--- config.mk ---
export PLATFORM = sky130hd
export DESIGN_NAME = qpsk_iq_carrier_gen
export DESIGN_NICKNAME = d
export VERILOG_FILES = /design/src/rtl/qpsk_pkg.sv /design/src/rtl/qpsk_sine_rom.sv /design/src/rtl/qpsk_iq_carrier_gen.sv
export SDC_FILE = /design/constraint.sdc
export NUM_CORES = 1
export LEC_CHECK = 0
export ABC_AREA = 1
export CORE_UTILIZATION = 70
export CTS_CLUSTER_SIZE = 28
export DETAILED_ROUTE_END_ITERATION = 8
export DONT_BUFFER_PORTS = 1
export PLACE_DENSITY = 0.83
export SYNTH_ARGS = -nofsm -noshare
export SYNTH_HDL_FRONTEND = slang
export SYNTH_HIERARCHICAL = 1
export SYNTH_SLANG_ARGS = --single-unit
--- constraint.sdc ---
create_clock -name clk -period 9.13 [get_ports clk]
set_clock_uncertainty 0.1 [all_clocks]
set_input_delay 0.913 -clock clk [delete_from_list [all_inputs] [get_ports clk]]
set_output_delay 0.913 -clock clk [all_outputs]
set_load 0.02 [all_outputs]
--- src/rtl/qpsk_pkg.sv ---
// Shared definitions for the QPSK I/Q carrier generator: symbol type, FSM
// state type, phase-offset helpers and the elaboration-time sine function.
package qpsk_pkg;

    // Incoming 2-bit symbol: i_bit selects the I polarity, q_bit the Q polarity.
    typedef struct packed {
        logic i_bit;
        logic q_bit;
    } sym_t;

    typedef enum logic {
        ST_IDLE = 1'b0,
        ST_RUN  = 1'b1
    } state_t;

    // Phase offsets in table entries; depth is always a multiple of 4.
    function automatic int quarter_off(input int depth);
        return depth / 4;
    endfunction

    function automatic int half_off(input int depth);
        return depth / 2;
    endfunction

    function automatic int three_quarter_off(input int depth);
        return (3 * depth) / 4;
    endfunction

    // round(ampl * sin(2*pi*k/depth)) for k in 0..depth-1. The angle is folded
    // into the first quadrant so a short Taylor series is exact after rounding,
    // and the magnitude is clamped to the largest positive width-bit value.
    function automatic int sine_entry(input int k, input int depth,
                                      input int ampl, input int width);
        real pi_val;
        real x;
        real term;
        real acc;
        int  kk;
        int  sgn;
        int  lim;
        int  r;
        pi_val = 3.14159265358979323846;
        kk     = k;
        sgn    = 1;
        if (kk >= depth / 2) begin
            sgn = -1;
            kk  = kk - depth / 2;
        end
        if (kk > depth / 4) begin
            kk = depth / 2 - kk;
        end
        x    = 2.0 * pi_val * kk / depth;
        term = x;
        acc  = x;
        for (int n = 1; n <= 10; n++) begin
            term = -term * x * x / ((2.0 * n) * (2.0 * n + 1.0));
            acc  = acc + term;
        end
        r   = $rtoi(ampl * acc + 0.5);
        lim = (1 << (width - 1)) - 1;
        if (r > lim) begin
            r = lim;
        end
        return sgn * r;
    endfunction

endpackage

--- src/rtl/qpsk_sine_rom.sv ---
// Sine table with two combinational read ports, shared by the I and Q paths
// so that only one copy of the table exists. Contents fixed at elaboration.
module qpsk_sine_rom
    import qpsk_pkg::*;
#(
    parameter int DATA_W    = 8,
    parameter int LUT_DEPTH = 52,
    parameter int AMPL      = 78
) (
    input  logic [$clog2(LUT_DEPTH)-1:0] addr_a,
    input  logic [$clog2(LUT_DEPTH)-1:0] addr_b,
    output logic signed [DATA_W-1:0]     data_a,
    output logic signed [DATA_W-1:0]     data_b
);

    logic signed [DATA_W-1:0] table_q [LUT_DEPTH];

    for (genvar g = 0; g < LUT_DEPTH; g++) begin : g_rom
        localparam int ENTRY = sine_entry(g, LUT_DEPTH, AMPL, DATA_W);
        assign table_q[g] = DATA_W'(ENTRY);
    end

    assign data_a = table_q[addr_a];
    assign data_b = table_q[addr_b];

endmodule

--- src/rtl/qpsk_iq_carrier_gen.sv ---
// QPSK I/Q carrier generator. Each accepted symbol emits PERIODS_PER_SYM
// carrier periods of I and Q samples with the symbol's phase offsets.
// Optional macro QPSK_SUM_OUT_EN adds the registered I+Q output qpsk_out.
//
// Handshake: a symbol transfers on a rising edge where sym_valid && sym_ready.
// sym_ready is high only with enable high and reset released, either in IDLE
// or during the last sample of the current symbol (seamless back-to-back).
// sym_valid may be withdrawn at any time; sym_bits is ignored without a transfer.
module qpsk_iq_carrier_gen
    import qpsk_pkg::*;
#(
    parameter int DATA_W          = 8,
    parameter int LUT_DEPTH       = 52,
    parameter int AMPL            = 78,
    parameter int PERIODS_PER_SYM = 1
) (
    input  logic                     clk,
    input  logic                     reset_n,
    input  logic                     enable,
    input  logic                     sym_valid,
    input  logic [1:0]               sym_bits,
    output logic                     sym_ready,
    output logic signed [DATA_W-1:0] i_out,
    output logic signed [DATA_W-1:0] q_out,
    output logic                     out_valid,
    output logic                     sym_start
`ifdef QPSK_SUM_OUT_EN
    ,
    output logic signed [DATA_W:0]   qpsk_out
`endif
);

    localparam int AW = $clog2(LUT_DEPTH);
    localparam int PW = (PERIODS_PER_SYM > 1) ? $clog2(PERIODS_PER_SYM) : 1;

    localparam logic [AW-1:0] LAST_IDX  = AW'(LUT_DEPTH - 1);
    localparam logic [PW-1:0] LAST_PER  = PW'(PERIODS_PER_SYM - 1);
    localparam logic [AW:0]   DEPTH_EXT = (AW + 1)'(LUT_DEPTH);
    localparam logic [AW-1:0] OFF_I_POS = '0;
    localparam logic [AW-1:0] OFF_I_NEG = AW'(half_off(LUT_DEPTH));
    localparam logic [AW-1:0] OFF_Q_POS = AW'(quarter_off(LUT_DEPTH));
    localparam logic [AW-1:0] OFF_Q_NEG = AW'(three_quarter_off(LUT_DEPTH));

    state_t        state;
    state_t        state_next;
    logic [AW-1:0] idx;
    logic [PW-1:0] per;
    logic [AW-1:0] off_i;
    logic [AW-1:0] off_q;
    logic [AW:0]   sum_i;
    logic [AW:0]   sum_q;
    logic [AW:0]   wrap_i;
    logic [AW:0]   wrap_q;
    logic [AW-1:0] addr_i;
    logic [AW-1:0] addr_q;
    logic signed [DATA_W-1:0] rom_i;
    logic signed [DATA_W-1:0] rom_q;
    logic          last_sample;
    logic          accept;
    sym_t          sym;

    assign sym         = sym_t'(sym_bits);
    assign last_sample = (state == ST_RUN) && (idx == LAST_IDX) && (per == LAST_PER);
    assign sym_ready   = reset_n && enable && ((state == ST_IDLE) || last_sample);
    assign accept      = sym_valid && sym_ready;

    // Table address = idx + offset, folded back into range with one subtraction.
    always_comb begin
        sum_i  = {1'b0, idx} + {1'b0, off_i};
        sum_q  = {1'b0, idx} + {1'b0, off_q};
        wrap_i = sum_i - DEPTH_EXT;
        wrap_q = sum_q - DEPTH_EXT;
        addr_i = (sum_i >= DEPTH_EXT) ? wrap_i[AW-1:0] : sum_i[AW-1:0];
        addr_q = (sum_q >= DEPTH_EXT) ? wrap_q[AW-1:0] : sum_q[AW-1:0];
    end

    qpsk_sine_rom #(
        .DATA_W   (DATA_W),
        .LUT_DEPTH(LUT_DEPTH),
        .AMPL     (AMPL)
    ) u_rom (
        .addr_a(addr_i),
        .addr_b(addr_q),
        .data_a(rom_i),
        .data_b(rom_q)
    );

    // FSM state register.
    always_ff @(posedge clk or negedge reset_n) begin
        if (!reset_n) begin
            state <= ST_IDLE;
        end else begin
            state <= state_next;
        end
    end

    // FSM next state: a stall freezes the state; the last sample either
    // chains into the next symbol or returns to IDLE.
    always_comb begin
        state_next = state;
        if (enable) begin
            case (state)
                ST_IDLE: if (accept) state_next = ST_RUN;
                ST_RUN:  if (last_sample && !accept) state_next = ST_IDLE;
            endcase
        end
    end

    // Counters, latched offsets and registered sample outputs.
    always_ff @(posedge clk or negedge reset_n) begin
        if (!reset_n) begin
            idx       <= '0;
            per       <= '0;
            off_i     <= '0;
            off_q     <= '0;
            i_out     <= '0;
            q_out     <= '0;
            out_valid <= 1'b0;
            sym_start <= 1'b0;
        end else if (!enable) begin
            out_valid <= 1'b0;
            sym_start <= 1'b0;
        end else begin
            case (state)
                ST_IDLE: begin
                    i_out     <= '0;
                    q_out     <= '0;
                    out_valid <= 1'b0;
                    sym_start <= 1'b0;
                end
                ST_RUN: begin
                    i_out     <= rom_i;
                    q_out     <= rom_q;
                    out_valid <= 1'b1;
                    sym_start <= (idx == '0) && (per == '0);
                    if (!accept) begin
                        if (idx == LAST_IDX) begin
                            idx <= '0;
                            per <= (per == LAST_PER) ? '0 : per + 1'b1;
                        end else begin
                            idx <= idx + 1'b1;
                        end
                    end
                end
            endcase
            if (accept) begin
                idx   <= '0;
                per   <= '0;
                off_i <= sym.i_bit ? OFF_I_POS : OFF_I_NEG;
                off_q <= sym.q_bit ? OFF_Q_POS : OFF_Q_NEG;
            end
        end
    end

`ifdef QPSK_SUM_OUT_EN
    // Registered I+Q sum, aligned with i_out/q_out and held during a stall.
    always_ff @(posedge clk or negedge reset_n) begin
        if (!reset_n) begin
            qpsk_out <= '0;
        end else if (enable) begin
            if (state == ST_RUN) begin
                qpsk_out <= {rom_i[DATA_W-1], rom_i} + {rom_q[DATA_W-1], rom_q};
            end else begin
                qpsk_out <= '0;
            end
        end
    end
`endif

endmodule

== Word level (Yosys, flattened, before mapping) ==
Memories as Yosys holds them, arrays and structs flattened.
Index checks and enable logic that the tools add are counted.
Operators by class
  add/sub/neg operators: 6
  $lt $le $gt $ge: 4
  eq/ne operators: 1
  mux-type cells: 24
  bitwise operators: 4
  reductions and logical operators: 15
Operator list (count)
  6-bit 2-to-1 mux: 6
  8-bit 2-to-1 mux: 4
  8-bit case mux with 2 select lines: 2
  6-bit by 6-bit adder with 7-bit output: 2
  7-bit by 6-bit >= comparator with 1-bit output, second input constant: 2
  7-bit >= comparator, second input constant: 2
  6-bit NOT with 7-bit output: 2
  6-bit subtractor, second input constant: 2
  1-bit 2-to-1 mux: 8
  1-bit logical AND: 7
  6-bit by 1-bit adder with 6-bit output, second input constant: 1
  6-bit == test, second input constant: 1
  6-bit logical NOT: 1
  1-bit case mux with 2 select lines: 3
  5-bit 2-to-1 mux: 1
  2-bit AND reduction: 2
  2-bit nonzero test: 2
  3-bit AND reduction: 1
  1-bit NOT: 2
  1-bit adder, second input constant: 1
  1-bit logical NOT: 1
  1-bit logical OR: 1
Storage, ports and cells
  register bits: 38
  ROM bits: 1024
  bits of input ports: 6
  output and inout bits: 19
  word-level logic and storage cells: 65
  memories kept: 2
Memory list
  (name not given): depth 64, bits a word 8, read ports 1, clocked after memory_dff 0, write ports 0, RTL line qpsk_sine_rom.sv:23  | assign data_a = table_q[addr_a];
  (name not given): depth 64, bits a word 8, read ports 1, clocked after memory_dff 0, write ports 0, RTL line qpsk_sine_rom.sv:24  | assign data_b = table_q[addr_b];

== Logic depth before layout (Yosys ltp) ==
  depth after elaboration: 10
  gate-level depth with buffers: 25
  mapped depth without buffers: 24

== Hierarchy ==
The synthesis kept the hierarchy.
By module, submodules not included
  qpsk_iq_carrier_gen: times used 1, cells an instance 214, area each 1830.5 um^2, sequential area each 725.7 um^2
  qpsk_sine_rom: times used 1, cells an instance 234, area each 1157.4 um^2, sequential area each 0.0 um^2

== Worst setup path before layout ==
Ideal clock, no wire load.
  path kind: register to register
  start point: register idx[0]
  end point: register q_out[6]
  setup time: 0.121 ns
  data arrival time: 3.057 ns
  required time: 8.909 ns
  slack: 5.852 ns
  cell stages (with the launch flop): 22
  buffers on the path: 1
  period minus slack after synthesis: 3.278 ns
  cells stage by stage: dfrtp_1 > ha_1 > inv_1 > fa_1 > xor2_2 > inv_1 > ha_1 > nor3b_1 > nand3_1 > nand2_2 > nand2_2 > nand2_2 > nand2_1 > nand2_1 > buf_6 > nor2_1 > nor2_2 > nor3_1 > o21ai_1 > nand2_1 > inv_1 > a22o_1
Between the ends
  word-level cells in the longest chain between the ends: 8
  elaborated cells between the ends (all ways): 9
  those cells by class: 2 x add/sub; 1 x order compare; 4 x mux; 1 x bitwise; 1 x memory
RTL lines
  from (decl): RTL line qpsk_iq_carrier_gen.sv:46  | logic [AW-1:0] idx;
  from (signal assigned): RTL line qpsk_iq_carrier_gen.sv:141  | idx <= idx + 1'b1;
  6-bit by 6-bit adder with 7-bit output *: RTL line qpsk_iq_carrier_gen.sv:70  | sum_q = {1'b0, idx} + {1'b0, off_q};
  6-bit subtractor or 7-bit by 6-bit >= comparator with 1-bit output (tied branches): RTL line qpsk_iq_carrier_gen.sv:72, qpsk_iq_carrier_gen.sv:74
  6-bit 2-to-1 mux *: RTL line qpsk_iq_carrier_gen.sv:74  | addr_q = (sum_q >= DEPTH_EXT) ? wrap_q[AW-1:0] : sum_q[AW-1:0];
  named net addr_q[2]: RTL line qpsk_iq_carrier_gen.sv:55  | logic [AW-1:0] addr_q;
  6-bit NOT with 7-bit output (implied by the code) *: RTL line qpsk_sine_rom.sv:24
  memory 64 x 8 bit *
  8-bit 2-to-1 mux (implied by the code) * (2 in series): RTL line qpsk_sine_rom.sv:24
  named net rom_q[6]: RTL line qpsk_iq_carrier_gen.sv:57  | logic signed [DATA_W-1:0] rom_q;
  8-bit case mux with 2 select lines *: RTL line qpsk_iq_carrier_gen.sv:124  | case (state)
  to (signal assigned): RTL line qpsk_iq_carrier_gen.sv:133  | q_out <= rom_q;
  to (decl): RTL line qpsk_iq_carrier_gen.sv:24  | output logic signed [DATA_W-1:0] q_out,
Mark *: on every way through the listed nets, which the timed path passes. The rest lies on a longest branch. The select of a mux whose other input is x is not followed.
A chain may end at the register's enable or synchronous reset.

== Worst setup path after layout ==
  start point: register idx[0]
  end point: register q_out[4]
The elaborated chain is that of the path after synthesis.

==> metrics.cfg <==
[status]
outcome=complete, no violations

[cells_and_area]
share_of_cells_above_drive_strength_1=0.0818
area.growth.synth_to_final_pct=2.18
finalNetCount=473
mostFrequentLayoutCells=sky130_fd_sc_hd__nand2_1, sky130_fd_sc_hd__nand3_1, sky130_fd_sc_hd__inv_1
n_antenna_cell=0
leading_cell_type_in_the_layout_fill_and_taps_excluded=sky130_fd_sc_hd__nand2_1
final_cells=490
layout.filler_cells=332

[global_route]
grt_first_pass_wirelength_um=11400
grt_max_degree=32
grt_antenna_before_repair=0
gr_overflow_total=0
first_global_vias=2576
track_usage=0.336

[die]
chipHeight_um=67.3
fp.coreArea_mm2=0.00406
num_rows=23
initial_utilization=0.736
die_width_um=67.3
dieArea_mm2=0.00453
ioPinCount=25

[drt]
drc_violation_count_after_routing=0
vias_per_cell=6.06
postRouteAntennaNets=0
routedWlPerCell_um=14.2
drt-pass1-iter-count=5
number_of_violations_reported_at_the_end_of_detailed_routing_iteration_0=284
num_vias=2969
detail_route.wirelength_um=6980

[setup_path]
setup.worst_path.start_class=flip-flop
cp_data_required_time_ns=9.21
ff2ff_setup_slack_ns=5.18
timing.rr.end=q_out[4]
data_arrival_time_at_the_worst_slack_endpoint_ns=4.02
critPathKind=reg -> reg
timing.critical_path.fanout_max=16
critical_path.startpoint=idx[0]
reg2regPathDepth=22
setup.worst_path.end_class=flip-flop
reg2reg_from=idx[0]

[clock_network]
cts_hold_buf=0
ctsHtreeMaxLevel=2
clkTransAtPathRegs_ns=0.07
clock_tree_from_tritoncts=built
cts_setup_buffers=0
clock_path_buffers=2
root_buffer=sky130_fd_sc_hd__clkbuf_8
post_cts_resize_count=0
clock_sinks=29
total_clock_buffers_created_by_cts=5
clock_latency_at_the_later_pin_of_the_worst_skew_pair_ns=0.29

[sta]
worst_max_slew_pin_slew_ns=0.808
rsz0062_at_grt=no
post-route-min-period_ns=3.95
totalNegativeSetupSlack_ns=0
timing.final.max_slew_violations=0
worst_slew_margin_rel=0.458
report.final.setup_viol=0
hold_viol_final=0
fmax_mhz=253
min_period_over_period=0.432

[yosys]
ys.flop_type=sky130_fd_sc_hd__dfrtp_1
ys.warnings.count=6
syn-cell-area_mm2=0.00299
cell_count_after_synthesis=448
synth.yosys.seq_area_share=0.243
synth_seq_cells=29
number_of_enable_type_register_cells_in_the_synthesized_netlist=0
synth_area_per_cell_um2=6.67
yosysUniqueCellTypes=36
synth-async-reset-ratio=1.00
synth_nets=482

[place]
port_buffer_count=0
numPlacedInstances=482
gpl.final_weighted_congestion=0.964
post-dp-hpwl_um=5050

[run]
timing.max_cap.violations=0

[hold_path]
min_path_type=in -> async

==> logic make-up after synthesis <==
kind of cell	count (synthesis)	share of synthesized area
buffers and inverters	65	0.0946
adder cells (fa/ha/maj)	28	0.120
AND/OR/NAND/NOR	240	0.359
AO/OA/AOI/OAI	78	0.157
flip-flops	29	0.243
XOR/XNOR	8	0.0260
==> stage by stage <==
step	setup slack [ns]	util	hold WS, ns	cell area (um2)
final	5.18	0.752	0.206	3050
after global routing	4.84	0.752	0.192	3050
after CTS	5.22	0.752	0.203	3050
after detailed placement	5.24	0.727	0.405	2950
after global placement	5.34	0.727	0.388	2950
after floorplan	5.85	-	0.367	2990
==> flip-flops by register name (all words and copies together) (netlist names) <==
name       cells
out_valid      1
idx            6
off_q          3
sym_start      1
i_out          8
off_i          1
q_out          8
state          1
==> per-layer routing <==
| layer | global-route usage | vias to the layer above | share of wire |
|---|---|---|---|
| met5 | 0 | - | 0 |
| met4 | 0.152 | 0 | 0.022 |
| met3 | 0.0929 | 24 | 0.083 |
| met2 | 0.536 | 143 | 0.46 |
| met1 | 0.418 | 1325 | 0.44 |
| li1 | - | 1477 | - |
==> how the worst max path moves through the flow <==
stage,to,cells after the start
after floorplan,q_out[6],21
after global placement,q_out[4],22
after detailed placement,q_out[4],22
after CTS,q_out[4],22
after global routing,q_out[4],22
final,q_out[4],22
==> layout make-up <==
class / count / area, um2 / area share
inverters: 49 / 184 / 0.0602
multi-input cells: 354 / 1980 / 0.648
clock inverters: 1 / 5.00 / 0.00164
flip-flops and latches: 29 / 726 / 0.238
well taps: 50 / 62.6 / 0.0205
clock buffers: 7 / 96.3 / 0.0316
==> synthesized netlist by cell type (4+ instances only) <==
cell type,number,share of area
sky130_fd_sc_hd__nand2_1,131,0.16
sky130_fd_sc_hd__nand3_1,53,0.089
sky130_fd_sc_hd__inv_1,40,0.050
sky130_fd_sc_hd__dfrtp_1,29,0.24
sky130_fd_sc_hd__ha_1,27,0.11
sky130_fd_sc_hd__nor2_1,20,0.025
sky130_fd_sc_hd__o21ai_0,20,0.034
sky130_fd_sc_hd__a21oi_1,19,0.032
sky130_fd_sc_hd__a22o_1,16,0.047
sky130_fd_sc_hd__o21ai_1,14,0.023
sky130_fd_sc_hd__nand2_2,11,0.023
sky130_fd_sc_hd__inv_2,8,0.010
sky130_fd_sc_hd__buf_2,7,0.012
sky130_fd_sc_hd__nand4_1,6,0.013
sky130_fd_sc_hd__xor2_1,6,0.018
sky130_fd_sc_hd__or2_1,5,0.010
sky130_fd_sc_hd__clkbuf_1,4,0.0050
sky130_fd_sc_hd__nor3_1,4,0.0067
sky130_fd_sc_hd__o211ai_1,4,0.010
==> critical path, cell delays in order (launching register included) <==
cell and delay [ns]:
sky130_fd_sc_hd__dfrtp_1 0.61, sky130_fd_sc_hd__ha_1 0.29, sky130_fd_sc_hd__inv_1 0.06, sky130_fd_sc_hd__fa_1 0.42, sky130_fd_sc_hd__xor2_2 0.27, sky130_fd_sc_hd__inv_1 0.11
sky130_fd_sc_hd__ha_1 0.18, sky130_fd_sc_hd__nor3b_1 0.13, sky130_fd_sc_hd__nand3_1 0.11, sky130_fd_sc_hd__nand2_2 0.06, sky130_fd_sc_hd__nand2_2 0.08, sky130_fd_sc_hd__nand2_2 0.06
sky130_fd_sc_hd__nand2_1 0.07, sky130_fd_sc_hd__nand2_1 0.30, sky130_fd_sc_hd__inv_2 0.29, sky130_fd_sc_hd__nand2_2 0.11, sky130_fd_sc_hd__nand3_1 0.08, sky130_fd_sc_hd__nand2_1 0.06
sky130_fd_sc_hd__nand2_1 0.06, sky130_fd_sc_hd__nand2_1 0.06, sky130_fd_sc_hd__nand2_1 0.06, sky130_fd_sc_hd__nand2_1 0.06, sky130_fd_sc_hd__a22o_1 0.19
Power is left out: the tool's default activity adds up to more than one toggle a clock period on the data nets, which glitch-free logic cannot reach.
